==> src/rtl/riscv_pkg.sv <==
// Shared RV64 decode definitions: major opcodes, ID-queue occupancy and entry layout.
package riscv_pkg;

   localparam int XLEN = 64;

   localparam logic [6:0] OPC_LOAD     = 7'b0000011;
   localparam logic [6:0] OPC_OP_IMM   = 7'b0010011;
   localparam logic [6:0] OPC_OP_IMM32 = 7'b0011011;
   localparam logic [6:0] OPC_JALR     = 7'b1100111;
   localparam logic [6:0] OPC_STORE    = 7'b0100011;
   localparam logic [6:0] OPC_BRANCH   = 7'b1100011;
   localparam logic [6:0] OPC_OP       = 7'b0110011;
   localparam logic [6:0] OPC_OP32     = 7'b0111011;
   localparam logic [6:0] OPC_LUI      = 7'b0110111;
   localparam logic [6:0] OPC_AUIPC    = 7'b0010111;
   localparam logic [6:0] OPC_JAL      = 7'b1101111;

   typedef enum logic [1:0] {
      EMPTY = 2'd0,
      ONE   = 2'd1,
      TWO   = 2'd2
   } occ_e;

   typedef struct packed {
      logic [XLEN-1:0] pc;
      logic [31:0]     instr;
      logic [XLEN-1:0] imm;
   } id_entry_t;

endpackage

==> src/rtl/imm_extractor.sv <==
// Combinational RV64 immediate generator; formats without an immediate yield zero.
module imm_extractor
   import riscv_pkg::*;
(
   input  logic [31:0]     instr_i,
   output logic [XLEN-1:0] imm_o
);

   logic [6:0] opc;
   logic       sgn;

   assign opc = instr_i[6:0];
   assign sgn = instr_i[31];

   always_comb begin
      imm_o = '0;
      case (opc)
         OPC_LOAD, OPC_OP_IMM, OPC_OP_IMM32, OPC_JALR:
            imm_o = {{52{sgn}}, instr_i[31:20]};
         OPC_STORE:
            imm_o = {{52{sgn}}, instr_i[31:25], instr_i[11:7]};
         OPC_BRANCH:
            imm_o = {{51{sgn}}, instr_i[31], instr_i[7], instr_i[30:25], instr_i[11:8], 1'b0};
         OPC_LUI, OPC_AUIPC:
            imm_o = {{32{sgn}}, instr_i[31:12], 12'b0};
         OPC_JAL:
            imm_o = {{43{sgn}}, instr_i[31], instr_i[19:12], instr_i[20], instr_i[30:21], 1'b0};
         default:
            imm_o = '0;
      endcase
   end

endmodule

==> src/rtl/decode_issue_ctrl.sv <==
// ID-stage controller: 2-entry in-order skid queue between IF and EX with
// load-use stall and redirect flush.
module decode_issue_ctrl
   import riscv_pkg::*;
(
   input  logic            clk,
   input  logic            rst,
   input  logic            if_valid,
   output logic            if_ready,
   input  logic [31:0]     if_instr,
   input  logic [XLEN-1:0] if_pc,
   input  logic            flush,
   input  logic            ex_ld_valid,
   input  logic [4:0]      ex_ld_rd,
   output logic            id_valid,
   input  logic            id_ready,
   output logic [XLEN-1:0] id_pc,
   output logic [31:0]     id_instr,
   output logic [XLEN-1:0] id_imm,
   output logic [4:0]      id_rs1,
   output logic [4:0]      id_rs2,
   output logic [4:0]      id_rd,
   output logic            id_stall
);

   occ_e      state_q, state_d;
   id_entry_t head_q, head_d;
   id_entry_t tail_q, tail_d;
   id_entry_t new_entry;
   logic [XLEN-1:0] new_imm;

   logic enq, deq;
   logic head_valid, hazard;
   logic rs1_used, rs2_used;

   // Returns {rs2_used, rs1_used} for a major opcode.
   function automatic logic [1:0] src_use(input logic [6:0] opc);
      logic [1:0] u;
      u = 2'b00;
      case (opc)
         OPC_LOAD, OPC_OP_IMM, OPC_OP_IMM32, OPC_JALR: u = 2'b01;
         OPC_STORE, OPC_BRANCH, OPC_OP, OPC_OP32:      u = 2'b11;
         default:                                      u = 2'b00;
      endcase
      return u;
   endfunction

   imm_extractor u_imm (
      .instr_i (if_instr),
      .imm_o   (new_imm)
   );

   assign new_entry = '{pc: if_pc, instr: if_instr, imm: new_imm};

   assign if_ready   = (state_q != TWO);
   assign head_valid = (state_q != EMPTY);

   assign id_pc    = head_q.pc;
   assign id_instr = head_q.instr;
   assign id_imm   = head_q.imm;
   assign id_rs1   = head_q.instr[19:15];
   assign id_rs2   = head_q.instr[24:20];
   assign id_rd    = head_q.instr[11:7];

   assign {rs2_used, rs1_used} = src_use(head_q.instr[6:0]);

   // Only the registered head feeds the hazard check, so IF never reaches id_* combinationally.
   assign hazard = head_valid & ex_ld_valid & (ex_ld_rd != 5'd0) &
                   ((rs1_used & (id_rs1 == ex_ld_rd)) | (rs2_used & (id_rs2 == ex_ld_rd)));

   assign id_valid = head_valid & ~hazard;
   assign id_stall = head_valid & hazard;

   assign enq = if_valid & if_ready;
   assign deq = id_valid & id_ready;

   always_comb begin
      state_d = state_q;
      head_d  = head_q;
      tail_d  = tail_q;
      if (flush) begin
         state_d = EMPTY;
      end else begin
         case (state_q)
            EMPTY: begin
               if (enq) begin
                  head_d  = new_entry;
                  state_d = ONE;
               end
            end
            ONE: begin
               if (enq && deq) begin
                  head_d = new_entry;
               end else if (enq) begin
                  tail_d  = new_entry;
                  state_d = TWO;
               end else if (deq) begin
                  state_d = EMPTY;
               end
            end
            TWO: begin
               if (deq) begin
                  head_d  = tail_q;
                  state_d = ONE;
               end
            end
            default: state_d = EMPTY;
         endcase
      end
   end

   always_ff @(posedge clk or posedge rst) begin
      if (rst) begin
         state_q <= EMPTY;
         head_q  <= '0;
         tail_q  <= '0;
      end else begin
         state_q <= state_d;
         head_q  <= head_d;
         tail_q  <= tail_d;
      end
   end

endmodule
==> config.mk <==
export PLATFORM = sky130hd
export DESIGN_NAME = decode_issue_ctrl
export DESIGN_NICKNAME = d
export VERILOG_FILES = /design/src/rtl/riscv_pkg.sv /design/src/rtl/imm_extractor.sv /design/src/rtl/decode_issue_ctrl.sv
export SDC_FILE = /design/constraint.sdc
export NUM_CORES = 1
export LEC_CHECK = 0
export ABC_AREA = 1
export CORE_UTILIZATION = 40
export DETAILED_ROUTE_END_ITERATION = 16
export GPL_ROUTABILITY_DRIVEN = 0
export PLACE_DENSITY = 0.66
export SETUP_SLACK_MARGIN = 0.02
export SLEW_MARGIN = 20
export SYNTH_ARGS = -nofsm -noshare
export SYNTH_HDL_FRONTEND = slang
export SYNTH_SLANG_ARGS = --single-unit
==> constraint.sdc <==
create_clock -name clk -period 9.87 [get_ports clk]
set_input_delay 0.987 -clock clk [delete_from_list [all_inputs] [get_ports clk]]
set_output_delay 0.987 -clock clk [all_outputs]
set_load 0.01 [all_outputs]
==> metrics.md <==
| Metric | Value |
|---|---|
| WL final | `between 30 and 40 mm` |
| Num rows | `between 60 and 70` |
| Die width | `179 µm` |
| Final clock skew | `16.5 ps` |
| CTS clk-pin slew, worst paths | `~60 ps` |
| Leakage power | `7.65 nW` |
| Post-synth ARST share | `1.00` |
| Synth top area share | `0.517` |
| Total track usage | `0.215` |
| Critical Path End | `tail_q[158]$_DFFE_PP0P_` |
| Routed len/inst | `about 16 µm` |
| Synth area leaders | `dfrtp_1, nand2_1, o21ai_0` |
| Io pins | `~290` |
| Setup TNS | `0 ps` |
| Post-layout min period | `4060 ps` |
| Die H | `179 µm` |
| RSZ-0062 raised after global routing | `no` |
| FF+latch count, synth | `258` |
| Worst Path Max Fanout | `about 110` |
| First-pass GRT wire length | `54.6 mm` |
| Post-synth top area cell | `dfrtp_1` |
| Number of global-route vias before repair | `10290` |
| Iter 0 DRT Violations | `just under 800` |
| Final Hold Fails | `0` |
| Synth warn | `0` |
| Crit-path max cell delay | `~850 ps` |
| CTS Hold Bufs | `0` |
| Cell Pwr Density | `256 mW/mm²` |
| R2R setup slack | `6310 ps` |
| Initial Utilization | `0.408` |
| Vias | `10879` |
| DRT antenna net count | `0` |
| Status | `finished, final reports clean` |
| Share of cells above drive strength 1 | `0.0349` |
| CP Capture Type | `flop` |
| Total global routing overflow | `0` |
| Sink Count | `258` |
| Worst Path Buf+Inv | `4` |
| Max-slew violations | `0` |
| Layout Utilization | `0.519` |
| Max clock buf depth | `3` |
| Post-synthesis cell count | `1577` |
| Seq/Total Area, Yosys | `0.517` |
| Post-Syn Area | `0.0125 mm²` |
| Die area | `0.0320 mm²` |
| Syn Nets | `1684` |
| Critical path required time | `~10000 ps` |
| Postcts setup bufs | `0` |
| Synth cell types | `29` |
| First-pass DRT Iterations | `7` |
| Post-route clock period utilization | `0.412` |
| Top Family by Delay on Critical Path | `buffers and inverters` |
| Beginning of the critical path | `ex_ld_rd[1]` |
| Synth-to-layout area growth | `27.4%` |
| Arr. time, crit path | `4430 ps` |
| Worst-Skew Late Latency | `550 ps` |
| Largest net degree at the start of global routing | `about 130` |
| Peak VDD IR | `0.000125 V` |
| Crit Path Class | `in -> reg` |
| Most frequent CP cell | `nand2_1` |
| TritonCTS clock tree | `built` |
| Final setup vio count | `0` |
| Post-CTS sizing | `0` |
| Crit Reg-Reg Startpoint | `id_instr[16]$_DFFE_PP0P_` |
| Least-Margin Pin Slew | `1050 ps` |
| H-Tree Level Count | `1` |
| DRC Markers | `0` |
| Root buf cell | `clkbuf_16` |
| # Max-Cap Violations | `0` |
| Startpoint types | `input pin` |
| Crit-path slowest cell | `buf_4` |
| Final HPWL from detailed placement | `22.4 mm` |
| F_max | `0.246 GHz` |
| Post-synth EDFFs | `0` |
| Vias per cell | `4.99` |
| Core area | `just over 0.03 mm²` |
| Port Buffers | `284` |
| Syn avg cell area | `7.93 µm²` |
| Dominant synthesized flop cell | `dfrtp_1` |
| Ordered list of cells on the worst path | `clkdlybuf4s50_1, inv_1, nand2_1, nand2_1, nor2_1, nand2_1, nor2_1, o21ai_1, nand2_1, nand2_2, nand3_4, nand2_4, inv_6, buf_4, o21ai_0` |
| Initial antenna violation count | `6` |
| Hold WC Path Type | `reg -> reg` |
| Slew HR | `0.299` |
| Worst r2r dst | `tail_q[158]$_DFFE_PP0P_` |
| Critical path depth | `15` |
| FILL cells | `2929` |
| Reg2Reg Depth | `14` |
| Final-stage net count | `1864` |
| Num CTS Buffers | `29` |
==> state kept, by name, summed over array words and instances, names as in the netlist <==
name      flops
id_instr     32
state_q       2
tail_q      128
id_pc        64
id_imm       32
==> cells by family (layout without fill, tap and decap cells) <==
group           after synthesis  after routing  synth area share
xor+xnor                      6              6           0.00421
simple gates                735            735             0.239
other cells                   0              4                 0
buf+inv                     294            495             0.123
flops                       258            258             0.517
compound gates              284            284             0.117
==> through the flow <==
stage	hold slack, ps	total power [mW]	cell area [µm²]	std cells	setup slack (ps)
global placement	456	2.99	15000	2122	5360
CTS	472	4.12	15900	2174	5830
finish	466	4.08	15900	2178	5810
global route	492	4.34	15900	2175	5520
floorplan	452	2.40	12500	1577	1780
detailed placement	458	3.03	15000	2122	5260
==> metal layers <==
layer / global-route usage / vias up / share of wire
met1: 0.291 / 5169 / 0.44
met2: 0.347 / 331 / 0.46
met4: 0.0487 / 4 / 0.016
met3: 0.0551 / 47 / 0.076
met5: 0 / - / 0.00075
li1: - / 5328 / -
==> worst register-to-register path, cell delays in order (launching register included) <==
cell and delay, ps:
dfrtp_1 460, inv_1 70, nand2_1 60, nand2_1 60, nor2_1 120, nand2_1 70, nor2_1 90, o21ai_1 70
nand2_1 90, nand2_2 90, nand3_4 110, nand2_4 350, inv_6 580, buf_4 870, o21ai_0 320
==> cell usage after synthesis (all sizes together) (4+ instances only) <==
library cell	number
nand2	558
o21ai	266
dfrtp	258
inv	149
nand3	145
buf	105
clkbuf	40
nor2	19
nor3	8
o211ai	6
nand4	5
a21oi	4
o22ai	4
==> how the worst min path moves through the flow <==
stage	from	to	slack (ps)	cells after the start
2_1_floorplan	tail_q[62]$_DFFE_PP0P_	tail_q[62]$_DFFE_PP0P_	450	2
3_3_place_gp	id_imm[30]$_DFFE_PP0P_	id_imm[30]$_DFFE_PP0P_	460	2
3_5_place_dp	id_imm[15]$_DFFE_PP0P_	id_imm[15]$_DFFE_PP0P_	460	2
4_1_cts	id_imm[6]$_DFFE_PP0P_	id_imm[6]$_DFFE_PP0P_	470	2
5_1_grt	id_imm[15]$_DFFE_PP0P_	id_imm[15]$_DFFE_PP0P_	490	2
6_report	id_pc[5]$_DFFE_PP0P_	id_pc[5]$_DFFE_PP0P_	470	2
==> cells in the final DEF (no fill, tap or decap) <==
cell type        instances
bufinv_16                2
o22ai_1                  4
xor2_1                   3
clkbuf_16               29
o21ai_1                 64
nor3_1                   8
inv_1                  146
nand2_1                555
clkinv_2                 3
o31ai_1                  1
clkbuf_8                 6
nor2_4                   1
a21oi_4                  1
nand4_1                  5
a21oi_1                  3
nand2_4                  2
nand3_1                144
nand2_2                  1
inv_8                    1
buf_4                   10
nand3_4                  1
nor2_2                   1
o21ai_0                202
inv_4                    1
nor2_1                  17
dfrtp_1                258
diode_2                  4
xnor2_1                  3
clkbuf_1                11
o211ai_1                 6
a32o_1                   1
o2111ai_1                1
inv_6                    2
o21bai_4                 1
clkdlybuf4s50_1        284
==> cell type report <==
cell class,count,area [µm²],area share
diodes,4,10.0,0.000629
clock buffers,46,850,0.0534
clock inverters,6,83.8,0.00527
inverters,149,574,0.0361
multi-input cells,1025,4530,0.285
flip-flops and latches,258,6460,0.406
well taps,396,495,0.0311
repair buffers,294,2920,0.183
==> report_power, final <==
part           total, mW  switching [mW]  internal (mW)
Combinational       1.32           0.687          0.630
Sequential          1.69           0.226           1.46
Clock               1.07           0.433          0.637
Total               4.08            1.35           2.73
No activity file was read; power rests on OpenSTA's default activity.
